File: src/rtl/bus_pkg.sv
// Shared definitions for the round-robin shared-bus block.
// Holds the arbiter state encoding and the width helper used to size
// the owner index and destination select fields.
package bus_pkg;

  // Arbiter states: no owner, or exactly one owner driving beats
  typedef enum logic {
    IDLE = 1'b0,
    OWN  = 1'b1
  } bus_state_t;

  // Index width for a count of items, never narrower than one bit so a
  // single destination still gets a real select field
  function automatic int clog2_min1(input int value);
    return (value <= 2) ? 1 : $clog2(value);
  endfunction

endpackage

File: src/rtl/rr_pick.sv
// Combinational round-robin priority pick.
// Grants the first requester at an index at or above ptr; if none exists
// it wraps and grants the lowest requester overall.
module rr_pick #(
  parameter int SRC = 4,
  parameter int SW  = 2
) (
  input  logic [SRC-1:0] req,
  input  logic [SW-1:0]  ptr,
  output logic [SRC-1:0] gnt,
  output logic [SW-1:0]  idx,
  output logic           valid
);

  logic [SRC-1:0] masked;
  logic [SRC-1:0] pool;

  // Keep only requesters at or above the pointer (the "ahead" half)
  always_comb begin
    masked = '0;
    for (int i = 0; i < SRC; i++) begin
      masked[i] = req[i] && (SW'(i) >= ptr);
    end
  end

  assign pool  = (|masked) ? masked : req;
  assign valid = |req;

  // Lowest set bit of the chosen pool wins; scanning downward lets the
  // lowest index overwrite any higher one
  always_comb begin
    gnt = '0;
    idx = '0;
    for (int i = SRC - 1; i >= 0; i--) begin
      if (pool[i]) begin
        gnt    = '0;
        gnt[i] = 1'b1;
        idx    = SW'(i);
      end
    end
  end

endmodule

File: src/rtl/bus_rr_arbiter.sv
// Shared registered bus with round-robin ownership and destination registers.
// One owner at a time transfers one word per beat; bursts end on last, on
// MAX_BURST beats, or when the owner drops req. Every ownership change
// passes through one IDLE turnaround cycle.
// Optional feature macro: BUS_LOCK_EN adds a per-source lock input that
// suppresses the MAX_BURST release for the current owner.
module bus_rr_arbiter
  import bus_pkg::*;
#(
  parameter int N         = 8,
  parameter int SRC       = 4,
  parameter int DST       = 4,
  parameter int MAX_BURST = 4,
  localparam int SW       = clog2_min1(SRC),
  localparam int DW       = clog2_min1(DST)
) (
  input  logic             clk,
  input  logic             rst_n,
  input  logic [SRC-1:0]   req,
  input  logic [SRC-1:0]   last,
  input  logic [SRC*N-1:0] data_in,
  input  logic [SRC*DW-1:0] dst_sel,
`ifdef BUS_LOCK_EN
  input  logic [SRC-1:0]   lock,
`endif
  output logic [SRC-1:0]   gnt,
  output logic [SW-1:0]    owner,
  output logic [N-1:0]     bus,
  output logic             bus_valid,
  output logic [DST*N-1:0] data_out,
  output logic [DST-1:0]   out_valid
);

  // Beat counter must be able to hold MAX_BURST itself when saturating
  localparam int CW = $clog2(MAX_BURST + 1);
  localparam logic [CW-1:0] BURST_MAX  = CW'(MAX_BURST);
  localparam logic [CW-1:0] BURST_LAST = CW'(MAX_BURST - 1);
  localparam logic [SW-1:0] SRC_TOP    = SW'(SRC - 1);

  bus_state_t     state, state_next;
  logic [SW-1:0]  ptr, ptr_next;
  logic [SW-1:0]  owner_next;
  logic [SRC-1:0] gnt_next;
  logic [CW-1:0]  beat_cnt, beat_cnt_next;
  logic [DW-1:0]  bus_dst;

  logic [SRC-1:0] pick_gnt;
  logic [SW-1:0]  pick_idx;
  logic           pick_valid;

  logic           owner_req;
  logic           owner_last;
  logic           owner_lock;
  logic [N-1:0]   owner_data;
  logic [DW-1:0]  owner_dst;

  logic           beat;
  logic           burst_full;
  logic           release_own;

  rr_pick #(
    .SRC (SRC),
    .SW  (SW)
  ) u_pick (
    .req   (req),
    .ptr   (ptr),
    .gnt   (pick_gnt),
    .idx   (pick_idx),
    .valid (pick_valid)
  );

  // Route the current owner's request, last, lock, word and target to
  // single signals so the FSM and bus logic never see other sources
  always_comb begin
    owner_req  = 1'b0;
    owner_last = 1'b0;
    owner_lock = 1'b0;
    owner_data = '0;
    owner_dst  = '0;
    for (int i = 0; i < SRC; i++) begin
      if (owner == SW'(i)) begin
        owner_req  = req[i];
        owner_last = last[i];
        owner_data = data_in[i*N +: N];
        owner_dst  = dst_sel[i*DW +: DW];
`ifdef BUS_LOCK_EN
        owner_lock = lock[i];
`endif
      end
    end
  end

  // A beat is any owned cycle where the owner still requests; the burst
  // is full when this beat would be number MAX_BURST or beyond
  assign beat       = (state == OWN) && owner_req;
  assign burst_full = (beat_cnt >= BURST_LAST);

  // Release on a request drop, a last beat, or a full burst not held by lock
  assign release_own = (state == OWN) &&
                       (!owner_req || owner_last || (burst_full && !owner_lock));

  // Next-state logic for ownership, round-robin pointer and beat count
  always_comb begin
    state_next    = state;
    gnt_next      = gnt;
    owner_next    = owner;
    ptr_next      = ptr;
    beat_cnt_next = beat_cnt;
    case (state)
      IDLE: begin
        if (pick_valid) begin
          state_next = OWN;
          gnt_next   = pick_gnt;
          owner_next = pick_idx;
        end
      end
      OWN: begin
        if (release_own) begin
          state_next    = IDLE;
          gnt_next      = '0;
          ptr_next      = (owner == SRC_TOP) ? '0 : owner + 1'b1;
          beat_cnt_next = '0;
        end else if (beat && (beat_cnt != BURST_MAX)) begin
          beat_cnt_next = beat_cnt + 1'b1;
        end
      end
      default: begin
        state_next    = IDLE;
        gnt_next      = '0;
        beat_cnt_next = '0;
      end
    endcase
  end

  // Arbiter state register; reset aborts any burst in flight
  always_ff @(posedge clk or negedge rst_n) begin
    if (!rst_n) begin
      state    <= IDLE;
      gnt      <= '0;
      owner    <= '0;
      ptr      <= '0;
      beat_cnt <= '0;
    end else begin
      state    <= state_next;
      gnt      <= gnt_next;
      owner    <= owner_next;
      ptr      <= ptr_next;
      beat_cnt <= beat_cnt_next;
    end
  end

  // Bus register: load the owner's word on a beat, otherwise hold it and
  // drop the valid flag
  always_ff @(posedge clk or negedge rst_n) begin
    if (!rst_n) begin
      bus       <= '0;
      bus_valid <= 1'b0;
      bus_dst   <= '0;
    end else if (beat) begin
      bus       <= owner_data;
      bus_valid <= 1'b1;
      bus_dst   <= owner_dst;
    end else begin
      bus_valid <= 1'b0;
    end
  end

  // Destination registers capture the bus word addressed to them; an
  // out-of-range target matches no register and is silently dropped
  always_ff @(posedge clk or negedge rst_n) begin
    if (!rst_n) begin
      data_out  <= '0;
      out_valid <= '0;
    end else begin
      out_valid <= '0;
      for (int i = 0; i < DST; i++) begin
        if (bus_valid && (bus_dst == DW'(i))) begin
          data_out[i*N +: N] <= bus;
          out_valid[i]       <= 1'b1;
        end
      end
    end
  end

endmodule

File: config.mk
export PLATFORM = sky130hd
export DESIGN_NAME = bus_rr_arbiter
export DESIGN_NICKNAME = d
export VERILOG_FILES = /design/src/rtl/bus_pkg.sv /design/src/rtl/rr_pick.sv /design/src/rtl/bus_rr_arbiter.sv
export SDC_FILE = /design/constraint.sdc
export NUM_CORES = 1
export LEC_CHECK = 0
export CAP_MARGIN = 25
export CORE_UTILIZATION = 45
export DETAILED_ROUTE_END_ITERATION = 10
export GPL_ROUTABILITY_DRIVEN = 1
export PLACE_DENSITY = 0.8
export SYNTH_ARGS = -nofsm -noshare
export SYNTH_HDL_FRONTEND = slang
export SYNTH_HIERARCHICAL = 1
export SYNTH_SLANG_ARGS = --single-unit
File: constraint.sdc
create_clock -name clk -period 2.1 [get_ports clk]
set_input_delay 0.315 -clock clk [delete_from_list [all_inputs] [get_ports clk]]
set_output_delay 0.315 -clock clk [all_outputs]
set_load 0.005 [all_outputs]
==> results.yml <==
synthesis:
  seq_area_frac_synth_pct: 51.1
  synthFlopType: "dfrtp_1"
  ys_top_cells_by_area: "dfrtp_1 (51%), nand2_1 (7.0%), mux2_2 (6.2%)"
  ys_types: 40
  syn_area_per_cell_um2: 10.1
  synth_edf_count: 0
  yosysWarnings: 6
  netlist_area_um2: 2890
  yosys.area.top_type: "dfrtp_1"
  ys_seq_elements: 59
  synthArstFlopShare_pct: 100
  syn_inst: 287
  synth.top_cell.area_share_pct: 51.1
  syn_nets: 344
timing:
  post-route-period-util_pct: 96.2
  fin_crit_ns: 2.02
  setup_viol: 0
  max_freq_mhz: 495
  layout_setup_ws_ns: 0.0796
  maxSlewViolCount: 0
  hold_violations: 0
  max_slew.worst_pin.slew_ns: 0.487
  relSlewSlack_pct: 67.4
  fin_skew_ns: 0.00955
floorplanning:
  start_util_pct: 47.7
  core_um2: 6060
  rows: 28
  die_width_um: 82.1
  die-area_um2: 6750
  die-height_um: 82.1
  ios: 101
power_and_ir_drop:
  powerDensity_nw_per_um2: 1500
  ir_worst_vdd_mv: 0.875
  netSwitchingFraction_pct: 36.3
  seqPwrFrac_pct: 34.1
  intPower_mw: 4.07
  power.leakage_nw: 1.87
  p_clk_share_pct: 16.0
  p_comb_share_pct: 49.9
  p_sw_mw: 2.31
  finalPower_mw: 6.38
routing:
  topRoutingLayerUsed: "met4"
  via_per_inst: 5.34
  drtIter0Drc: 145
  wl_met2_um: 3720
  vias: 2563
  wl_met1_um: 3200
  wire_per_inst_um: 15.5
  route.detailed.drc: 0
  first_pass_iters: 4
  routed-wl-met3_um: 415
  ant_nets: 0
  routed_wl_um: 7440
worst_setup_path:
  critPathKind: "register to register"
  critPathCaptureType: "register"
  cp_data_arrival_time_ns: 2.24
  cpPeakStageDelay_ns: 0.41
  path_max_fanout: 5
  crit_chain: "inv_2 -> ha_1 -> nor2b_1 -> a221o_1 -> a221oi_4 -> a21oi_2 -> mux2_1"
  crit_path_start_kind: "register"
  worst_ep_required_time_ns: 2.32
  cp_slowest_cell: "dfrtp_2"
status:
  status: "finished, final reports clean"
layout:
  utilization_pct: 70.1
  final_area_um2: 4250
  nets: 457
  syn_to_final_growth_pct: 47.1
  n_antenna_cell: 0
  drive_gt1_share_pct: 16.0
clock_network:
  clockBufferDepth: 2
  cts_made_buffers: 9
  tritoncts: "yes"
  cts-root-buf: "clkbuf_8"
  cts.clk_slew.worst_paths_ns: 0.07
  cts.sinks: 59
  h-tree-depth: 3
  clkLatencyLatePin_ns: 0.34
grt:
  grt_first_pass_wirelength_um: 11800
  grt_max_degree: 31
  antenna_found_initial: 0
  grt_usage_pct: 23.8
  gr-total-overflow: 0
  grt_pass1_vias: 2531
placed_design:
  dpl.hpwl_um: 5450
  gp_congestion: 0.849
  place_area_um2: 3990
  portBuffers: 100
  pre_cts_ws_ns: 0.0574
hold_path:
  min_path_type: "input port to async pin"
job:
  maxCapViolCount: 0
## repair_timing
action                                  CTS  global route
endpoints found under the setup margin    0            20
endpoints found under the hold margin    13             0
buffers inserted                          0             3
gates resized for setup                   0            12
hold buffers                              1             0
## kinds of logic after synthesis
logic type,count (synthesis),share of synthesized area (%)
AND/OR/NAND/NOR,101,15.5
AO/OA/AOI/OAI,66,16.4
flip-flops,59,51.1
buffers and inverters,30,4.98
multiplexers,24,9.09
adder cells (fa/ha/maj),7,3.03
## routing by layer
layer,GRT usage (%),vias up
met4,8.42,0
li1,-,1225
met2,39.1,97
met1,29.6,1230
met3,7.36,11
met5,0,-
## synth_stat cells, types with 2 or more instances
master and count:
a21oi_2 2, mux2_2 16, a221oi_1 9, buf_6 2, nand3b_1 2, o22ai_1 2
mux2i_1 6, o21ai_0 7, buf_2 4, clkbuf_1 7, a21boi_0 2, o221a_2 2
nand3_1 2, clkinv_1 2, buf_4 3, a21oi_1 27, a22oi_1 2, inv_1 11
nor3_1 9, nor2_1 17, mux2_1 2, nor2b_1 12, ha_1 7, nand2_1 54
o2bb2ai_1 5, dfrtp_1 59
## cells in the final DEF, fill, tap and decap left out, types with 3 or more instances in the layout
master           synthesis  routed
clkdlybuf4s50_1          0      99
dfrtp_1                 59      58
nand2_1                 54      54
a21oi_1                 27      27
nor2_1                  17      17
mux2_2                  16      16
buf_4                    3      16
nor2b_1                 12      12
clkbuf_8                 0      10
inv_1                   11       9
a221oi_1                 9       9
nor3_1                   9       9
o21ai_0                  7       7
ha_1                     7       6
mux2i_1                  6       5
o2bb2ai_1                5       5
inv_2                    1       3
## final timing paths
check,start,end,slack (ns),depth (start not counted)
worst max-delay path,owner[0]$_DFFE_PN0P_,ptr[0]$_DFFE_PN0P_,0.08,7
max in group asynchronous,rst_n,data_out[2]$_DFFE_PN0P_,1.01,3
worst max register to register,owner[0]$_DFFE_PN0P_,ptr[0]$_DFFE_PN0P_,0.08,7
worst min-delay path,rst_n,data_out[17]$_DFFE_PN0P_,0.40,2
worst min register to register,data_out[12]$_DFFE_PN0P_,data_out[12]$_DFFE_PN0P_,0.48,2
min in group clk,data_out[12]$_DFFE_PN0P_,data_out[12]$_DFFE_PN0P_,0.48,2
## state kept, by name, indices dropped and copies added (netlist names)
name and flops:
bus_valid 1, owner 2, data_out 32, ptr 2, gnt 4, bus_dst 2
bus 8, beat_cnt 3, state 1, out_valid 4
## worst max-delay path: cells and delay by family (launching register included)
family | cells | cell delay [ns]
AO/OA/AOI/OAI | 3 | 0.79
multiplexers | 1 | 0.31
flip-flops | 1 | 0.41
AND/OR/NAND/NOR | 1 | 0.14
adder cells (fa/ha/maj) | 1 | 0.21
buffers and inverters | 1 | 0.06
## stage by stage
stage	cells	TNS (ns)	hold slack, ns
2_1_floorplan	287	0	0.0194
6_report	480	0	0.399
3_3_place_gp	459	0	0.223
4_1_cts	476	0	0.397
3_5_place_dp	459	0	0.229
5_1_grt	480	-0.00304	0.439
## cell type report
class	instances	area, um^2
clock buffers	12	145
well taps	75	93.8
fillers	459	1810
clock inverters	4	50.0
inverters	14	52.6
flip-flops and latches	59	1480
repair buffers	118	1140
multi-input cells	198	1290
## power by group through the flow
stage	logic [mW]	registers, mW	clock network (mW)
2_1_floorplan	1.61	2.07	0
3_3_place_gp	2.90	2.15	0
3_5_place_dp	2.99	2.18	0
4_1_cts	3.00	2.17	1.04
5_1_grt	3.53	2.25	1.09
6_report	3.19	2.18	1.02
No activity file was read; power rests on OpenSTA's default activity.
